`config.mk`:
```
export PLATFORM = sky130hd
export DESIGN_NAME = spi_arb_flat
export DESIGN_NICKNAME = d
export VERILOG_FILES = /design/src/rtl/spi_arb_pkg.sv /design/src/rtl/spi_arb_if.sv /design/src/rtl/spi_arb_rr_pick.sv /design/src/rtl/spi_arb.sv /design/src/flat_wrapper.sv
export SDC_FILE = /design/constraint.sdc
export NUM_CORES = 1
export LEC_CHECK = 0
export ABC_AREA = 1
export CORE_ASPECT_RATIO = 1.5
export CORE_MARGIN = 3
export CORE_UTILIZATION = 41
export DETAILED_ROUTE_END_ITERATION = 6
export HOLD_SLACK_MARGIN = 0.12
export PLACE_DENSITY_LB_ADDON = 0.1
export SKIP_LAST_GASP = 1
export SYNTH_ARGS = -nofsm -noshare
export SYNTH_HDL_FRONTEND = slang
export SYNTH_SLANG_ARGS = --single-unit
```
`constraint.sdc`:
```
create_clock -name clk -period 1.4 [get_ports clk]
set_input_delay 0.28 -clock clk [delete_from_list [all_inputs] [get_ports clk]]
set_output_delay 0.28 -clock clk [all_outputs]
set_load 0.02 [all_outputs]
```
`src/rtl/spi_arb_pkg.sv`:
```
// Shared types and constants for the SPI monarch arbiter.
// Imported by the interface, the round-robin picker and the top.
package spi_arb_pkg;

  typedef enum logic [1:0] {
    IDLE = 2'd0,
    SEND = 2'd1,
    WAIT = 2'd2,
    ACK  = 2'd3
  } arb_state_t;

  localparam int SPI_CMD_W   = 16;
  localparam int DEF_TIMEOUT = 4096;
  localparam int DEF_NUM_REQ = 2;

  // Index width for a client number; never below one bit.
  function automatic int idx_width(input int n);
    return (n > 1) ? $clog2(n) : 1;
  endfunction

endpackage

```
`src/rtl/spi_arb_if.sv`:
```
// Client-side request/ack bundle plus the monarch snd/cmd/done/resp handshake.
// slave = arbiter view, master = clients and monarch view.
interface spi_arb_if
  import spi_arb_pkg::*;
#(
  parameter int NUM_REQ = DEF_NUM_REQ,
  parameter int CMD_W   = SPI_CMD_W
) ();

  logic [NUM_REQ-1:0]       req;
  logic [NUM_REQ*CMD_W-1:0] req_cmd;
  logic [NUM_REQ-1:0]       ack;
  logic [NUM_REQ-1:0]       err;
  logic [CMD_W-1:0]         resp;
  logic                     busy;
  logic                     snd;
  logic [CMD_W-1:0]         cmd;
  logic                     spi_done;
  logic [CMD_W-1:0]         spi_resp;

  modport slave (
    input  req, req_cmd, spi_done, spi_resp,
    output ack, err, resp, busy, snd, cmd
  );

  modport master (
    output req, req_cmd, spi_done, spi_resp,
    input  ack, err, resp, busy, snd, cmd
  );

endinterface

```
`src/rtl/spi_arb_rr_pick.sv`:
```
// Combinational round-robin picker: first requester after the previous winner.
// Reusable for any shared resource with NUM_REQ clients.
module rr_pick
  import spi_arb_pkg::*;
#(
  parameter int NUM_REQ = DEF_NUM_REQ,
  parameter int IDX_W   = idx_width(DEF_NUM_REQ)
) (
  input  logic [NUM_REQ-1:0] i_req,
  input  logic [IDX_W-1:0]   i_last,
  output logic [IDX_W-1:0]   o_gnt,
  output logic               o_any
);

  localparam int               SUM_W = IDX_W + 1;
  localparam logic [SUM_W-1:0] N_W   = SUM_W'(NUM_REQ);

  logic [SUM_W-1:0] w_sum;
  logic [IDX_W-1:0] w_idx;
  logic             w_found;

  // Scan last+1 .. last+NUM_REQ modulo NUM_REQ; the previous winner is checked last.
  always_comb begin
    o_gnt   = i_last;
    w_found = 1'b0;
    w_sum   = '0;
    w_idx   = '0;
    for (int k = 1; k <= NUM_REQ; k++) begin
      w_sum   = {1'b0, i_last} + SUM_W'(k);
      w_idx   = (w_sum >= N_W) ? IDX_W'(w_sum - N_W) : w_sum[IDX_W-1:0];
      o_gnt   = (!w_found && i_req[w_idx]) ? w_idx : o_gnt;
      w_found = w_found | i_req[w_idx];
    end
  end

  assign o_any = |i_req;

endmodule

```
`src/rtl/spi_arb.sv`:
```
// Round-robin sequencer sharing one SPI monarch between NUM_REQ clients,
// with a per-transaction timeout and registered ack/err pulses.
module spi_arb
  import spi_arb_pkg::*;
#(
  parameter int NUM_REQ = DEF_NUM_REQ,
  parameter int CMD_W   = SPI_CMD_W,
  parameter int TIMEOUT = DEF_TIMEOUT
) (
  input  logic     clk,
  input  logic     rst,
  spi_arb_if.slave bus
);

  localparam int                 IDX_W    = idx_width(NUM_REQ);
  localparam int                 TMR_W    = $clog2(TIMEOUT);
  localparam logic [TMR_W-1:0]   TMR_LAST = TMR_W'(TIMEOUT - 1);
  localparam logic [NUM_REQ-1:0] ONE_HOT0 = NUM_REQ'(1);
  localparam logic [IDX_W-1:0]   LAST_RST = IDX_W'(NUM_REQ - 1);

  arb_state_t         r_state, w_next;
  logic [IDX_W-1:0]   r_gnt, w_gnt, r_last, w_last, w_pick;
  logic               w_any;
  logic [CMD_W-1:0]   r_cmd, w_cmd, r_resp, w_resp;
  logic [TMR_W-1:0]   r_timer, w_timer;
  logic               r_done_ff, w_done_rise;
  logic               r_err_flag, w_err_flag;
  logic [NUM_REQ-1:0] r_ack, r_err, w_sel;
  logic               r_snd, r_busy;
  logic [CMD_W-1:0]   w_req_cmd [NUM_REQ];

  for (genvar gi = 0; gi < NUM_REQ; gi++) begin : g_cmd
    assign w_req_cmd[gi] = bus.req_cmd[gi*CMD_W +: CMD_W];
  end

  rr_pick #(
    .NUM_REQ (NUM_REQ),
    .IDX_W   (IDX_W)
  ) u_pick (
    .i_req  (bus.req),
    .i_last (r_last),
    .o_gnt  (w_pick),
    .o_any  (w_any)
  );

  // done_ff resets high so a done level already present out of reset is not an edge.
  assign w_done_rise = bus.spi_done & ~r_done_ff;
  assign w_sel       = ONE_HOT0 << r_gnt;

  // Next state and next register values; everything holds unless its state moves it.
  always_comb begin
    w_next     = r_state;
    w_gnt      = r_gnt;
    w_last     = r_last;
    w_cmd      = r_cmd;
    w_resp     = r_resp;
    w_timer    = r_timer;
    w_err_flag = r_err_flag;
    case (r_state)
      IDLE: begin
        if (w_any) begin
          w_next = SEND;
          w_gnt  = w_pick;
          w_cmd  = w_req_cmd[w_pick];
        end else begin
          w_next = IDLE;
        end
      end
      SEND: begin
        w_timer = '0;
        w_next  = WAIT;
      end
      WAIT: begin
        // A completion on the final timer cycle still counts as success.
        if (w_done_rise) begin
          w_resp     = bus.spi_resp;
          w_err_flag = 1'b0;
          w_next     = ACK;
        end else if (r_timer == TMR_LAST) begin
          w_resp     = '1;
          w_err_flag = 1'b1;
          w_next     = ACK;
        end else begin
          w_timer = r_timer + TMR_W'(1);
        end
      end
      ACK: begin
        w_last = r_gnt;
        w_next = IDLE;
      end
      default: begin
        w_next = IDLE;
      end
    endcase
  end

  // State, datapath and output registers; outputs are decoded from the next state.
  always_ff @(posedge clk) begin
    if (rst) begin
      r_state    <= IDLE;
      r_gnt      <= '0;
      r_last     <= LAST_RST;
      r_cmd      <= '0;
      r_resp     <= '0;
      r_timer    <= '0;
      r_done_ff  <= 1'b1;
      r_err_flag <= 1'b0;
      r_ack      <= '0;
      r_err      <= '0;
      r_snd      <= 1'b0;
      r_busy     <= 1'b0;
    end else begin
      r_state    <= w_next;
      r_gnt      <= w_gnt;
      r_last     <= w_last;
      r_cmd      <= w_cmd;
      r_resp     <= w_resp;
      r_timer    <= w_timer;
      r_done_ff  <= bus.spi_done;
      r_err_flag <= w_err_flag;
      r_ack      <= (w_next == ACK) ? w_sel : '0;
      r_err      <= ((w_next == ACK) && w_err_flag) ? w_sel : '0;
      r_snd      <= (w_next == SEND);
      r_busy     <= (w_next != IDLE);
    end
  end

  assign bus.ack  = r_ack;
  assign bus.err  = r_err;
  assign bus.resp = r_resp;
  assign bus.busy = r_busy;
  assign bus.snd  = r_snd;
  assign bus.cmd  = r_cmd;

endmodule
```
`src/flat_wrapper.sv`:
```
// flat-port wrapper written by rule: the top's interface ports become plain ports
module spi_arb_flat import spi_arb_pkg::*;
#(
  parameter int NUM_REQ = DEF_NUM_REQ,
  parameter int CMD_W   = SPI_CMD_W,
  parameter int TIMEOUT = DEF_TIMEOUT
)
  (clk, rst, bus_req, bus_req_cmd, bus_spi_done, bus_spi_resp, bus_ack, bus_err, bus_resp, bus_busy, bus_snd, bus_cmd);
  spi_arb_if #(.NUM_REQ(NUM_REQ), .CMD_W(CMD_W)) bus_i ();
  input  logic clk;
  input  logic rst;
  input wire logic [$bits(bus_i.req)-1:0] bus_req;
  input wire logic [$bits(bus_i.req_cmd)-1:0] bus_req_cmd;
  input wire logic [$bits(bus_i.spi_done)-1:0] bus_spi_done;
  input wire logic [$bits(bus_i.spi_resp)-1:0] bus_spi_resp;
  output wire logic [$bits(bus_i.ack)-1:0] bus_ack;
  output wire logic [$bits(bus_i.err)-1:0] bus_err;
  output wire logic [$bits(bus_i.resp)-1:0] bus_resp;
  output wire logic [$bits(bus_i.busy)-1:0] bus_busy;
  output wire logic [$bits(bus_i.snd)-1:0] bus_snd;
  output wire logic [$bits(bus_i.cmd)-1:0] bus_cmd;
  assign bus_i.req = bus_req;
  assign bus_i.req_cmd = bus_req_cmd;
  assign bus_i.spi_done = bus_spi_done;
  assign bus_i.spi_resp = bus_spi_resp;
  assign bus_ack = bus_i.ack;
  assign bus_err = bus_i.err;
  assign bus_resp = bus_i.resp;
  assign bus_busy = bus_i.busy;
  assign bus_snd = bus_i.snd;
  assign bus_cmd = bus_i.cmd;
  spi_arb #(.NUM_REQ(NUM_REQ), .CMD_W(CMD_W), .TIMEOUT(TIMEOUT)) u_core (.clk(clk), .rst(rst), .bus(bus_i));
endmodule
```
==> flow_summary.ini <==
[finish]
synthToLayoutAreaGrowth_pct = 58.2
regArea_um2 = 1130
final_cells = 565
fin_nets = 548
multi_input_comb_area_um2 = 1480
drive_gt1_frac = 0.248
fill_cells = 565
antennaDiodeCount = 0
utilization = 0.680

[route]
drt_first_pass_iters = 4
vias = 2716
ant_nets = 0
drtIter0Drc = 83
routed_wl_um = 7230
drcViolationCount = 0
viasPerCell = 4.81
wire_per_inst_um = 12.8

[timing]
setup_violations = 7
clock-skew-final_ns = 0.0101
hold_viol = 0
min_period_over_period = 1.01
fin_ws_ns = -0.00785
final.min_clock_period_ns = 1.41
worst_pin_slew_ns = 0.296
rsz0062_at_grt = true
max_freq_ghz = 0.710
relSlewSlack = 0.802
drv_slew = 0

[clock_network]
clock_latency_ns = 0.31
tritoncts = yes
path_clk_slew_ns = 0.11
cts.sinks = 56
numCtsBuffers = 5
clk_path_buf_depth = 2
cts_root_buf = clkbuf_8
htreeDepth = 2
postCtsHoldBufs = 0

[global_route]
antenna_found_initial = 0
grt_overflow = 0
grt_pass1_wl_um = 11800
grt_max_degree = 20
grt_pass1_vias = 2660
grt_use_total = 0.190

[power]
vdd_drop_max_mv = 0.790
report.power.total_mw = 5.02
power.static_leakage_nw = 2.08
power_density_nw_per_um2 = 1180

[logic_synthesis]
yosys_register_bits = 56
syn_area_um2 = 2690
seq_area_frac_synth = 0.417
syn_inst = 371
yosysTopAreaCell = dfxtp_1
yosys.cell_types.count = 28
yosys_warnings = 0
synth_top_cell_area_share = 0.417
synth.avg_cell_area_um2 = 7.25
syn_nets = 429
synth_area_leaders = dfxtp_1 (42%), nand2_1 (10%), nor2_1 (8.1%)

[die]
placementRows = 35
chipWidth_um = 72.1
start_util = 0.430
core_area_um2 = 6260
ios = 91
dieHeight_um = 105
dieArea_um2 = 7590

[placed_design]
dp_hpwl_um = 5070
numPortBuffers = 90
gp_congestion = 0.826
dpl.cell_count = 548

[run]
max_cap_viol_count = 0

[critical_path]
worstSetupStartpointType = flip-flop
end_kind = flip-flop
critPathArrivalTime_ns = 1.66
crit_fanout = 7
criticalPathCategory = reg2reg
r2r_slack_ns = -0.008
critPathRequiredTime_ns = 1.65

[outcome]
status = finished with violations
violations = negative setup slack

[worst_hold_path]
hp-class = reg2reg
[cell families after synthesis]
group	count (synthesis)	share of synthesized area
and+or+nand+nor	184	0.310
buffers and inverters	75	0.114
DFF	56	0.417
AOI/OAI and AO/OA	49	0.129
adders and majority gates	5	0.0233
xor gates and xnor gates	2	0.00651
[where the power goes]
part | switching [mW] | internal [mW] | leakage (nW)
clock network | 0.558 | 0.369 | 0.0463
registers | 0.110 | 1.81 | 0.460
logic | 1.16 | 1.02 | 1.57
[state kept, by name, indices dropped and copies added, names as in the netlist]
register	count
u_core.r_state	2
u_core.bus.busy	1
u_core.r_timer	12
u_core.r_done_ff	1
u_core.bus.resp	16
u_core.r_err_flag	1
u_core.bus.snd	1
u_core.bus.cmd	16
u_core.r_gnt	1
u_core.bus.ack	2
u_core.r_last	1
u_core.bus.err	2
[per-layer routing]
layer	wire [um]	up-vias	global-route usage
li1	-	1420	-
met3	388	10	0.0308
met5	0	-	0
met1	2910	1219	0.214
met4	120	0	0.0538
met2	3810	67	0.355
[layout by cell type (no fill, tap or decap), drive strengths merged]
cell / n
buf: 39
o21ai: 5
dlygate4sd2: 38
nor3: 6
ha: 5
o31ai: 16
clkinv: 1
nor3b: 2
nand3b: 1
clkinvlp: 1
nand4: 7
xor2: 2
inv: 59
nand2: 78
a21oi: 12
nand3: 25
o211ai: 16
nor2: 65
clkdlybuf4s50: 52
dfxtp: 56
clkbuf: 5
[metrics by stage]
step / setup TNS (ns) / instance area, um^2 / hold WS (ns) / setup slack, ns
3_3_place_gp: -9.26 / 3860 / 0.451 / -0.270
3_5_place_dp: -11.18 / 3860 / 0.456 / -0.351
4_1_cts: -0.117 / 4100 / 0.478 / -0.0423
2_1_floorplan: 0 / 2690 / 0.385 / 0.0000424
5_1_grt: -2.67 / 4260 / 0.514 / -0.127
6_report: -0.0282 / 4260 / 0.480 / -0.00785
[synth_stat cells (all sizes together)]
master	n
nand3	25
nor3	6
buf	11
inv	58
dfxtp	56
xor2	2
nand3b	1
nand4	7
o31ai	16
nand2	78
ha	5
clkbuf	6
a21oi	12
o21ai	5
nor3b	2
nor2	65
o211ai	16
[worst paths after layout]
kind / from / endpoint / depth (start not counted)
worst max-delay path: u_core.r_state[1] / u_core.r_timer[2] / 8
worst min-delay path: u_core.bus.resp[11] / u_core.bus.resp[11] / 2
worst max register to register: u_core.r_state[1] / u_core.r_timer[2] / 8
worst min register to register: u_core.bus.resp[11] / u_core.bus.resp[11] / 2
[area by class of cell]
type | instances | share of cell area
clock buffers | 5 | 0.0162
clock inverters | 3 | 0.00647
inverters | 58 | 0.0529
multi-input cells | 240 | 0.348
flip-flops and latches | 56 | 0.265
well taps | 74 | 0.0218
repair buffers | 129 | 0.289
[critical path, stage by stage (launching register included)]
cell and delay, ns:
dfxtp_2 0.37, buf_4 0.12, inv_2 0.05, ha_4 0.30, nand3_4 0.11, buf_12 0.15
inv_8 0.06, nand2_1 0.06, a21oi_2 0.13
[what timing repair did]
| action | CTS | global route |
|---|---|---|
| buffers inserted | 6 | 2 |
| setup endpoints to repair | 77 | 51 |
| gates resized for setup | 74 | 32 |
| cloned | 1 | 0 |
| pin swaps | 16 | 13 |
No activity file was read; power rests on OpenSTA's default activity.
